$ cat src/rtl/fa_pwr_pkg.sv
// fa_pwr_pkg: types and constants shared by the fa_pwr_seq sequencer, its
// operand FIFO and its bus interface.
//   FA_W           : adder operand width
//   fa_pwr_state_e : power/sequencing FSM states
//   fa_op_t        : one operand triple {cin, x, y}
//   max3()         : elaboration helper for sizing shared counters
package fa_pwr_pkg;

  localparam int FA_W = 4;

  typedef enum logic [2:0] {
    OFF,
    PWR_UP,
    ACTIVE,
    SETTLE,
    ISO
  } fa_pwr_state_e;

  typedef struct packed {
    logic            cin;
    logic [FA_W-1:0] x;
    logic [FA_W-1:0] y;
  } fa_op_t;

  function automatic int max3(input int a, input int b, input int c);
    int m;
    m = (a > b) ? a : b;
    return (m > c) ? m : c;
  endfunction

endpackage

$ cat src/rtl/fa_pwr_seq_if.sv
// fa_pwr_seq_if: all non-clock signals of the fa_pwr_seq block.
//   upstream  : in_valid/in_ready/in_x/in_y/in_cin   (operand stream)
//   result    : out_valid/out_ready/out_sum/out_cout (result stream)
//   adder     : fa_x/fa_y/fa_cin out, fa_sum/fa_cout back
//   power     : sw_ctrl_net, iso_en, busy
// modport slave is the sequencer; modport master is its environment
// (producer, consumer and adder domain together).
interface fa_pwr_seq_if;
  import fa_pwr_pkg::*;

  logic            in_valid;
  logic            in_ready;
  logic [FA_W-1:0] in_x;
  logic [FA_W-1:0] in_y;
  logic            in_cin;
  logic            out_valid;
  logic            out_ready;
  logic [FA_W-1:0] out_sum;
  logic            out_cout;
  logic [FA_W-1:0] fa_x;
  logic [FA_W-1:0] fa_y;
  logic            fa_cin;
  logic [FA_W-1:0] fa_sum;
  logic            fa_cout;
  logic            sw_ctrl_net;
  logic            iso_en;
  logic            busy;

  modport master (
    output in_valid, in_x, in_y, in_cin, out_ready, fa_sum, fa_cout,
    input  in_ready, out_valid, out_sum, out_cout, fa_x, fa_y, fa_cin,
           sw_ctrl_net, iso_en, busy
  );

  modport slave (
    input  in_valid, in_x, in_y, in_cin, out_ready, fa_sum, fa_cout,
    output in_ready, out_valid, out_sum, out_cout, fa_x, fa_y, fa_cin,
           sw_ctrl_net, iso_en, busy
  );

endinterface

$ cat src/rtl/fa_op_fifo.sv
// fa_op_fifo: synchronous FIFO of operand triples.
//   clk, rst_n : clock, asynchronous active-low reset (empties the FIFO)
//   push_i     : write wdata_i (caller only pushes when count_o < DEPTH)
//   pop_i      : advance read pointer (caller only pops when non-empty)
//   wdata_i    : triple to store
//   rdata_o    : oldest stored triple (valid while non-empty)
//   count_o    : number of stored entries, 0..DEPTH
module fa_op_fifo
  import fa_pwr_pkg::*;
#(
  parameter  int DEPTH = 4,
  localparam int AW    = $clog2(DEPTH),
  localparam int CW    = AW + 1
) (
  input  logic          clk,
  input  logic          rst_n,
  input  logic          push_i,
  input  logic          pop_i,
  input  fa_op_t        wdata_i,
  output fa_op_t        rdata_o,
  output logic [CW-1:0] count_o
);

  fa_op_t        mem_q [DEPTH];
  logic [AW-1:0] wr_ptr_q;
  logic [AW-1:0] rd_ptr_q;
  logic [CW-1:0] count_q;

  // Storage needs no reset: an entry is only read after it was written.
  always_ff @(posedge clk) begin
    if (push_i) mem_q[wr_ptr_q] <= wdata_i;
  end

  // DEPTH is a power of two, so the pointers wrap naturally.
  always_ff @(posedge clk or negedge rst_n) begin
    if (!rst_n) begin
      wr_ptr_q <= '0;
      rd_ptr_q <= '0;
      count_q  <= '0;
    end else begin
      if (push_i) wr_ptr_q <= wr_ptr_q + AW'(1);
      if (pop_i)  rd_ptr_q <= rd_ptr_q + AW'(1);
      case ({push_i, pop_i})
        2'b10:   count_q <= count_q + CW'(1);
        2'b01:   count_q <= count_q - CW'(1);
        default: count_q <= count_q;
      endcase
    end
  end

  assign rdata_o = mem_q[rd_ptr_q];
  assign count_o = count_q;

endmodule

$ cat src/rtl/fa_pwr_seq.sv
// fa_pwr_seq: operand sequencer and power-domain controller for a 4-bit
// ripple adder. Buffers operand triples, powers the adder domain up,
// drives one operand set at a time, captures sum/cout after a settle
// window and powers the domain down again after an idle timeout.
//   clk   : sole clock
//   rst_n : asynchronous active-low reset
//   bus   : fa_pwr_seq_if.slave (operand in, result out, adder, power)
module fa_pwr_seq
  import fa_pwr_pkg::*;
#(
  parameter int DEPTH      = 4,
  parameter int PWR_UP_CYC = 8,
  parameter int SETTLE_CYC = 2,
  parameter int IDLE_CYC   = 16
) (
  input logic          clk,
  input logic          rst_n,
  fa_pwr_seq_if.slave  bus
);

  localparam int CW    = $clog2(DEPTH) + 1;
  localparam int CNT_W = $clog2(max3(PWR_UP_CYC, SETTLE_CYC, IDLE_CYC) + 1);

  fa_pwr_state_e   state_q, state_d;
  logic [CNT_W-1:0] timer_q, timer_d;   // PWR_UP / SETTLE dwell
  logic [CNT_W-1:0] idle_q, idle_d;     // consecutive idle ACTIVE cycles
  fa_op_t          op_q, op_d;          // operands presented to the adder
  logic            out_valid_q, out_valid_d;
  logic [FA_W-1:0] out_sum_q, out_sum_d;
  logic            out_cout_q, out_cout_d;
  logic            sw_q, sw_d;
  logic            iso_q, iso_d;

  logic            push;
  logic            pop;
  logic            in_ready;
  logic            fifo_empty;
  fa_op_t          fifo_wdata;
  fa_op_t          fifo_rdata;
  logic [CW-1:0]   fifo_count;

  assign in_ready   = (fifo_count < CW'(DEPTH));
  assign push       = bus.in_valid & in_ready;
  assign fifo_empty = (fifo_count == '0);
  assign fifo_wdata = '{cin: bus.in_cin, x: bus.in_x, y: bus.in_y};

  fa_op_fifo #(.DEPTH(DEPTH)) u_fifo (
    .clk     (clk),
    .rst_n   (rst_n),
    .push_i  (push),
    .pop_i   (pop),
    .wdata_i (fifo_wdata),
    .rdata_o (fifo_rdata),
    .count_o (fifo_count)
  );

  always_comb begin
    state_d     = state_q;
    timer_d     = timer_q;
    idle_d      = '0;
    op_d        = op_q;
    pop         = 1'b0;
    out_valid_d = out_valid_q;
    out_sum_d   = out_sum_q;
    out_cout_d  = out_cout_q;

    if (out_valid_q && bus.out_ready) out_valid_d = 1'b0;

    case (state_q)
      OFF: begin
        timer_d = '0;
        if (!fifo_empty) state_d = PWR_UP;
      end
      PWR_UP: begin
        if (timer_q == CNT_W'(PWR_UP_CYC - 1)) begin
          timer_d = '0;
          state_d = ACTIVE;
        end else begin
          timer_d = timer_q + CNT_W'(1);
        end
      end
      ACTIVE: begin
        // Popping only when the result port is free (or being freed this
        // cycle) is what keeps a capture from overwriting a pending result.
        if (!fifo_empty && (!out_valid_q || bus.out_ready)) begin
          pop     = 1'b1;
          op_d    = fifo_rdata;
          timer_d = '0;
          state_d = SETTLE;
        end else if (fifo_empty && !out_valid_q) begin
          // Leave on the cycle the count would reach IDLE_CYC.
          if (idle_q == CNT_W'(IDLE_CYC - 1)) state_d = ISO;
          else                                idle_d  = idle_q + CNT_W'(1);
        end
      end
      SETTLE: begin
        if (timer_q == CNT_W'(SETTLE_CYC - 1)) begin
          out_valid_d = 1'b1;
          out_sum_d   = bus.fa_sum;
          out_cout_d  = bus.fa_cout;
          timer_d     = '0;
          state_d     = ACTIVE;
        end else begin
          timer_d = timer_q + CNT_W'(1);
        end
      end
      ISO:     state_d = OFF;
      default: state_d = OFF;
    endcase

    // Power controls are registered from the next state so they change
    // together with the state register.
    sw_d  = (state_d != OFF);
    iso_d = (state_d != ACTIVE) && (state_d != SETTLE);
  end

  always_ff @(posedge clk or negedge rst_n) begin
    if (!rst_n) begin
      state_q     <= OFF;
      timer_q     <= '0;
      idle_q      <= '0;
      op_q        <= '0;
      out_valid_q <= 1'b0;
      out_sum_q   <= '0;
      out_cout_q  <= 1'b0;
      sw_q        <= 1'b0;
      iso_q       <= 1'b1;
    end else begin
      state_q     <= state_d;
      timer_q     <= timer_d;
      idle_q      <= idle_d;
      op_q        <= op_d;
      out_valid_q <= out_valid_d;
      out_sum_q   <= out_sum_d;
      out_cout_q  <= out_cout_d;
      sw_q        <= sw_d;
      iso_q       <= iso_d;
    end
  end

  assign bus.in_ready    = in_ready;
  assign bus.out_valid   = out_valid_q;
  assign bus.out_sum     = out_sum_q;
  assign bus.out_cout    = out_cout_q;
  assign bus.fa_x        = op_q.x;
  assign bus.fa_y        = op_q.y;
  assign bus.fa_cin      = op_q.cin;
  assign bus.sw_ctrl_net = sw_q;
  assign bus.iso_en      = iso_q;
  assign bus.busy        = (state_q != OFF) || !fifo_empty || out_valid_q;

endmodule

$ cat src/flat_wrapper.sv
// flat-port wrapper written by rule: the top's interface ports become plain ports
module fa_pwr_seq_flat import fa_pwr_pkg::*;
#(
  parameter int DEPTH      = 4,
  parameter int PWR_UP_CYC = 8,
  parameter int SETTLE_CYC = 2,
  parameter int IDLE_CYC   = 16
)
  (clk, rst_n, bus_in_valid, bus_in_x, bus_in_y, bus_in_cin, bus_out_ready, bus_fa_sum, bus_fa_cout, bus_in_ready, bus_out_valid, bus_out_sum, bus_out_cout, bus_fa_x, bus_fa_y, bus_fa_cin, bus_sw_ctrl_net, bus_iso_en, bus_busy);
  fa_pwr_seq_if bus_i ();
  input logic clk;
  input logic rst_n;
  input wire logic [$bits(bus_i.in_valid)-1:0] bus_in_valid;
  input wire logic [$bits(bus_i.in_x)-1:0] bus_in_x;
  input wire logic [$bits(bus_i.in_y)-1:0] bus_in_y;
  input wire logic [$bits(bus_i.in_cin)-1:0] bus_in_cin;
  input wire logic [$bits(bus_i.out_ready)-1:0] bus_out_ready;
  input wire logic [$bits(bus_i.fa_sum)-1:0] bus_fa_sum;
  input wire logic [$bits(bus_i.fa_cout)-1:0] bus_fa_cout;
  output wire logic [$bits(bus_i.in_ready)-1:0] bus_in_ready;
  output wire logic [$bits(bus_i.out_valid)-1:0] bus_out_valid;
  output wire logic [$bits(bus_i.out_sum)-1:0] bus_out_sum;
  output wire logic [$bits(bus_i.out_cout)-1:0] bus_out_cout;
  output wire logic [$bits(bus_i.fa_x)-1:0] bus_fa_x;
  output wire logic [$bits(bus_i.fa_y)-1:0] bus_fa_y;
  output wire logic [$bits(bus_i.fa_cin)-1:0] bus_fa_cin;
  output wire logic [$bits(bus_i.sw_ctrl_net)-1:0] bus_sw_ctrl_net;
  output wire logic [$bits(bus_i.iso_en)-1:0] bus_iso_en;
  output wire logic [$bits(bus_i.busy)-1:0] bus_busy;
  assign bus_i.in_valid = bus_in_valid;
  assign bus_i.in_x = bus_in_x;
  assign bus_i.in_y = bus_in_y;
  assign bus_i.in_cin = bus_in_cin;
  assign bus_i.out_ready = bus_out_ready;
  assign bus_i.fa_sum = bus_fa_sum;
  assign bus_i.fa_cout = bus_fa_cout;
  assign bus_in_ready = bus_i.in_ready;
  assign bus_out_valid = bus_i.out_valid;
  assign bus_out_sum = bus_i.out_sum;
  assign bus_out_cout = bus_i.out_cout;
  assign bus_fa_x = bus_i.fa_x;
  assign bus_fa_y = bus_i.fa_y;
  assign bus_fa_cin = bus_i.fa_cin;
  assign bus_sw_ctrl_net = bus_i.sw_ctrl_net;
  assign bus_iso_en = bus_i.iso_en;
  assign bus_busy = bus_i.busy;
  fa_pwr_seq #(.DEPTH(DEPTH), .PWR_UP_CYC(PWR_UP_CYC), .SETTLE_CYC(SETTLE_CYC), .IDLE_CYC(IDLE_CYC)) u_core (.clk(clk), .rst_n(rst_n), .bus(bus_i));
endmodule
$ cat config.mk
export PLATFORM = sky130hd
export DESIGN_NAME = fa_pwr_seq_flat
export DESIGN_NICKNAME = d
export VERILOG_FILES = /design/src/rtl/fa_pwr_pkg.sv /design/src/rtl/fa_pwr_seq_if.sv /design/src/rtl/fa_op_fifo.sv /design/src/rtl/fa_pwr_seq.sv /design/src/flat_wrapper.sv
export SDC_FILE = /design/constraint.sdc
export NUM_CORES = 1
export LEC_CHECK = 0
export CAP_MARGIN = 15
export CORE_MARGIN = 4
export CORE_UTILIZATION = 43
export DETAILED_ROUTE_END_ITERATION = 7
export PLACE_DENSITY_LB_ADDON = 0.2
export SYNTH_ARGS = -nofsm -noshare
export SYNTH_HDL_FRONTEND = slang
export SYNTH_HIERARCHICAL = 1
export SYNTH_SLANG_ARGS = --single-unit
$ cat constraint.sdc
create_clock -name clk -period 2.6 [get_ports clk]
set_clock_uncertainty 0.2 [all_clocks]
set_input_delay 0.52 -clock clk [delete_from_list [all_inputs] [get_ports clk]]
set_output_delay 0.52 -clock clk [all_outputs]
set_load 0.005 [all_outputs]
### Yosys cells after proc, flatten, opt, wreduce, memory -nomap -nowiden

Memories as Yosys holds them, arrays and structs flattened. A register that Yosys moved wholly into a read port is not among the register bits.
Cells that the tools add are included.

* eq/ne operators: 11
* mux-type cells: 23
* add/subtract/negate cells: 6
* reduce and logical (&&, ||, !) cells: 19
* magnitude comparators: 1
* bitwise logic cells: 1

Operator list (count)
* $mux W5: 7
* $pmux W5 S4: 1
* $mux W3: 6
* $pmux W3 S4: 1
* $add A5 B1 Y5 const B: 2
* $mux W1: 7
* $eq A3 B2 Y1 const B: 2
* $logic_not A3 Y1: 2
* $ne A3 B2 Y1 const B: 2
* $pmux W3 S2: 1
* $reduce_and A2 Y1: 3
* $reduce_bool A3 Y1: 2
* $eq A5 B1 Y1 const B: 1
* $eq A5 B3 Y1 const B: 1
* $eq A5 B4 Y1 const B: 1
* $add A2 B1 Y2 const B: 2
* $logic_and A1 B1 Y1: 4
* $reduce_bool A4 Y1: 1
* $add A3 B1 Y3 const B: 1
* $eq A3 B1 Y1 const B: 1
* $logic_not A1 Y1: 3
* $logic_or A1 B1 Y1: 3
* $lt A3 B3 Y1 const B: 1
* $sub A3 B1 Y3 const B: 1
* other kinds (5): 5

* memory bits (writable): 36
* bits of input ports: 18
* output and inout port bits: 19
* memories kept: 1
* flip-flop bits (word level): 28
* word-level logic and storage cells: 73

Memory list
* u_core.u_fifo.mem_q: words 4, width 9, read ports 1, clocked after memory_dff 1, write ports 1, line fa_op_fifo.sv:24 `fa_op_t mem_q [DEPTH];`

### Longest topological paths before layout

Gate-level depths: netlist of the first run.

* depth after elaboration: 7
* depth in mapped cells: 9
* mapped depth without buffers: 9

### By module

The synthesis of the first run kept the hierarchy.

By module, submodules not included
* fa_op_fifo: sequential area each 1256.2 um2, instances 1, cells an instance 78, area each 1677.9 um2
* fa_pwr_seq: sequential area each 752.0 um2, instances 1, cells an instance 114, area each 1368.8 um2

### Worst setup path after synthesis of the first run

Ideal clock, no wire load.

* path kind: input-to-reg
* start point: in bus_out_ready
* end point: reg u_core.u_fifo.count_q[2] (netlist: u_core/u_fifo/count_o[2])
* data arrival time: 1.920 ns
* path buffers: 0
* setup slack: 0.352 ns
* stages on the path: 9
* required time: 2.273 ns
* path through: nor2b_1 > nor2_2 > nand3_4 > inv_2 > ha_1 > fa_1 > xnor2_1 > nor2_1 > xor2_1

* word-level cells in the longest chain between the ends: 6
* elaborated cells on any way between the ends: 8

Ends and longest elaborated chain
* start: declaration: line flat_wrapper.sv:17 `input wire logic [$bits(bus_i.out_ready)-1:0] bus_out_ready;`
* $logic_or A1 B1 Y1 *: line fa_pwr_seq.sv:85 `if (!fifo_empty && (!out_valid_q || bus.out_ready)) begin`
* $logic_and A1 B1 Y1 *: line fa_pwr_seq.sv:85
* $mux W1 *: line fa_pwr_seq.sv:85
* $mux W1 *: line fa_pwr_seq.sv:69 `case (state_q)`
* named net u_core.pop: line fa_pwr_seq.sv:35 `logic pop;`
* $eq A2 B1 Y1 or $eq A2 B2 Y1 (tied branches): line fa_op_fifo.sv:43 `case ({push_i, pop_i})`
* $pmux W3 S2 or $reduce_bool A2 Y1 (tied branches)
* end signal: assignment: line fa_op_fifo.sv:44 `2'b10: count_q <= count_q + CW'(1);`
* end signal: assignment: line fa_op_fifo.sv:45 `2'b01: count_q <= count_q - CW'(1);`
* end signal: assignment: line fa_op_fifo.sv:46 `default: count_q <= count_q;`
* end: declaration: line fa_op_fifo.sv:27 `logic [CW-1:0] count_q;`

The timed path passes the listed nets; every way through them passes the cells marked *.
A chain may end at the register's enable or synchronous reset.

### Worst setup path after layout of the first run

* start point: reg u_core.u_fifo.count_q[1] (netlist: u_core/u_fifo/count_o[1])
* end point: out bus_busy

* word-level cells in the longest chain between the ends: 4

Ends and longest elaborated chain
* $logic_not A3 Y1: line fa_pwr_seq.sv:44 `assign fifo_empty = (fifo_count == '0);`
* $logic_not A1 Y1
* $logic_or A1 B1 Y1 (2 in a row): line fa_pwr_seq.sv:150 `assign bus.busy = (state_q != OFF) || !fifo_empty || out_valid_q;`
* end: declaration: line flat_wrapper.sv:29 `output wire logic [$bits(bus_i.busy)-1:0] bus_busy;`

Every way passes these cells.

==> results of run 1 <==
-- flip-flops by register name (all words and copies together) (netlist names), 2 cells and up --
register	cells
u_core/timer_q	5
u_core/u_fifo/rd_ptr_q	2
u_core/state_q	3
u_core/idle_q	5
u_core/u_fifo/wr_ptr_q	2
u_core/u_fifo/mem_q	36
u_core/bus.out_sum	4
u_core/u_fifo/count_o	3
u_core/bus.fa_y	4
u_core/bus.fa_x	4
-- power breakdown --
group,internal (mW),total (mW),switching [mW]
clock network,0.536,0.936,0.400
logic,0.779,1.32,0.538
registers,1.52,1.77,0.253
-- layer usage --
metal	vias up	wire (µm)	track usage
li1	812	-	-
met1	841	2520	0.181
met2	40	2430	0.216
met3	7	231	0.0418
met4	0	78	0.0594
met5	-	0	0
-- final cells by class --
cell class | instances | area (µm²)
Fill cell | 579 | 3040
Sequential cell | 73 | 2010
Multi-Input combinational cell | 106 | 975
Timing Repair Buffer | 48 | 448
Clock buffer | 10 | 128
Tap cell | 96 | 120
Clock inverter | 6 | 82.6
Inverter | 8 | 30.0
-- layout by cell type, fill, tap and decap left out, types with 2 or more instances in the layout --
master,count
clkinv_2,2
xnor2_1,4
nand3_1,4
xor2_1,4
a21o_1,2
nor2_2,4
bufinv_16,2
nor4_1,2
inv_1,7
o22ai_1,3
nor3_1,3
mux2_1,14
ha_1,8
clkdlybuf4s50_1,35
or2_1,2
clkbuf_8,9
a31oi_1,2
and2_1,5
dfrtp_1,36
a21oi_1,3
edfxtp_1,36
mux4_2,8
nor2b_1,2
nor2_1,10
buf_4,11
nand2_1,7
-- worst max path at each step --
stage / start / endpoint
after CTS: u_core/u_fifo/count_o[0]$_DFFE_PN0P_ / bus_busy
after global placement: bus_out_ready / u_core/u_fifo/count_o[2]$_DFFE_PN0P_
after detailed placement: bus_out_ready / u_core/u_fifo/count_o[2]$_DFFE_PN0P_
final: u_core/u_fifo/count_o[1]$_DFFE_PN0P_ / bus_busy
after floorplan: bus_out_ready / u_core/u_fifo/count_o[2]$_DFFE_PN0P_
after global routing: u_core/u_fifo/count_o[1]$_DFFE_PN0P_ / bus_busy
-- what timing repair did --
action / in CTS / in global routing
hold buffers: 1 / 0
resized for setup: 0 / 1
setup endpoints to repair: 0 / 1
hold endpoints to repair: 11 / 0
-- kinds of logic after synthesis --
| logic type | Yosys count | synth area share |
|---|---|---|
| AO/OA/AOI/OAI | 12 | 0.0250 |
| XOR/XNOR | 8 | 0.0230 |
| adder cells (fa/ha/maj) | 9 | 0.0394 |
| buffers and inverters | 13 | 0.0238 |
| flip-flops | 73 | 0.659 |
| multiplexers | 25 | 0.126 |
| AND/OR/NAND/NOR | 52 | 0.103 |
==> flow_summary.ini, run 1 <==
[run_status]
status = finished, final reports clean

[die]
core_um2 = 6830
die_h_um = 92.2
rows = 30
start_util = 0.446
die_area_um2 = 8500
ios = 37
die_x_um = 92.2

[setup_path]
critPathTopFamily = simple AND/OR/NAND/NOR gates
r2r_cells = 9
path_buf_inv = 1
critical_path_class = flop to primary output
cpMaxStageDelayCell = dfrtp_1
r2r_start = u_core/u_fifo/count_o[0]$_DFFE_PN0P_
r2r_setup_slack_ns = 0.35
cp.required_ns = 1.88
cpPeakStageDelay_ns = 0.46
worstPathArrival_ns = 1.75
cp-start-kind = flop
crit_fanout = 4
worstSetupPathDepth = 3
r2r-end = u_core/u_fifo/count_o[2]$_DFFE_PN0P_
path_cells = nor4_4 -> nand3b_1 -> clkdlybuf4s50_1
cp-end-kind = primary output

[clocking]
cts.htree.levels = 3
cts_setup_buffers = 0
ctsRootBufferMaster = clkbuf_8
clkLatencyLatePin_ns = 0.34
clkTransAtPathRegs_ns = 0.07
clk_path_buf_depth = 2
clock_sinks = 73
tritoncts = built
cts_made_buffers = 9

[grt]
grt_pass1_vias = 1783
grt-ovfl-total = 0
grt_usage = 0.139
grt_max_degree = 26
grt_pass1_wl_mm = 8.85
antenna_found_initial = 0

[layout]
syn_to_final_growth_pct = 24.4
antenna-diode-count = 0
fin_cells = 347
nNetsFinal = 273
fin_area_um2 = 3790
drive_gt1_frac = 0.191
final_util = 0.555

[timing]
tns_ns = 0
max_freq_ghz = 0.405
fin_crit_sh = 0.949
whs_ns = 0.264
setup-violations-final = 0
setup_slack_ns = 0.132
rsz0062_at_grt = false
drv_slew = 0
relSlewSlack = 0.701
tightest_slew_ns = 0.448
fin_crit_ns = 2.47
hold_violations = 0

[synthesis]
synth_top_area_frac = 0.355
synth_edf_count = 36
synthArstFlopShare = 0.507
syn-cell-area_um2 = 3050
synth_fp_nets = 219
synth_top_area_cell = edfxtp_1
yosys_warnings = 6
syn_area_per_cell_um2 = 15.9
ys_seq_area_frac = 0.659
synth_area_leaders = edfxtp_1 (35%), dfrtp_1 (30%), mux4_2 (5.9%)
synth_ff_type = edfxtp_1
yosys-top-cells-count = dfrtp_1 (36), edfxtp_1 (36), mux2_1 (14)
ys_ff_latch = 73
synth.distinct_cells = 44
synthCells = 192

[detailed_routing]
antenna_left = 0
drtIter0Drc = 41
firstDrtPassIters = 4
viasPerCell = 4.90
drc_errors = 0
wire_per_inst_um = 15.2
drt_wl_total_mm = 5.26
vias = 1700

[placed_design]
place_area_um2 = 3560
placement.io_buffers = 36
dp_hpwl_mm = 3.70
gp_congestion = 0.798
place_ws_ns = -0.0128
dp_cells = 330

[min_path]
worstHoldStart = u_core/idle_q[0]$_DFF_PN0_
whs_path_depth = 1
hold_class = flop to flop
min_to = u_core/idle_q[0]$_DFF_PN0_

[run]
cap_viol_max_count = 0

[power]
powerDensity_nw_per_um2 = 1060
p_leak_nw = 1.48
ir_drop_v = 0.000577
design_power_total_mw = 4.02
Power figures use the tool's default switching activity.
==> inputs of run 2 (changes only) <==
Settings changed: CTS_CLUSTER_SIZE from default to 24.
==> results of run 2 <==
No change in the layout: final DEF, timing and power equal those of run 1.
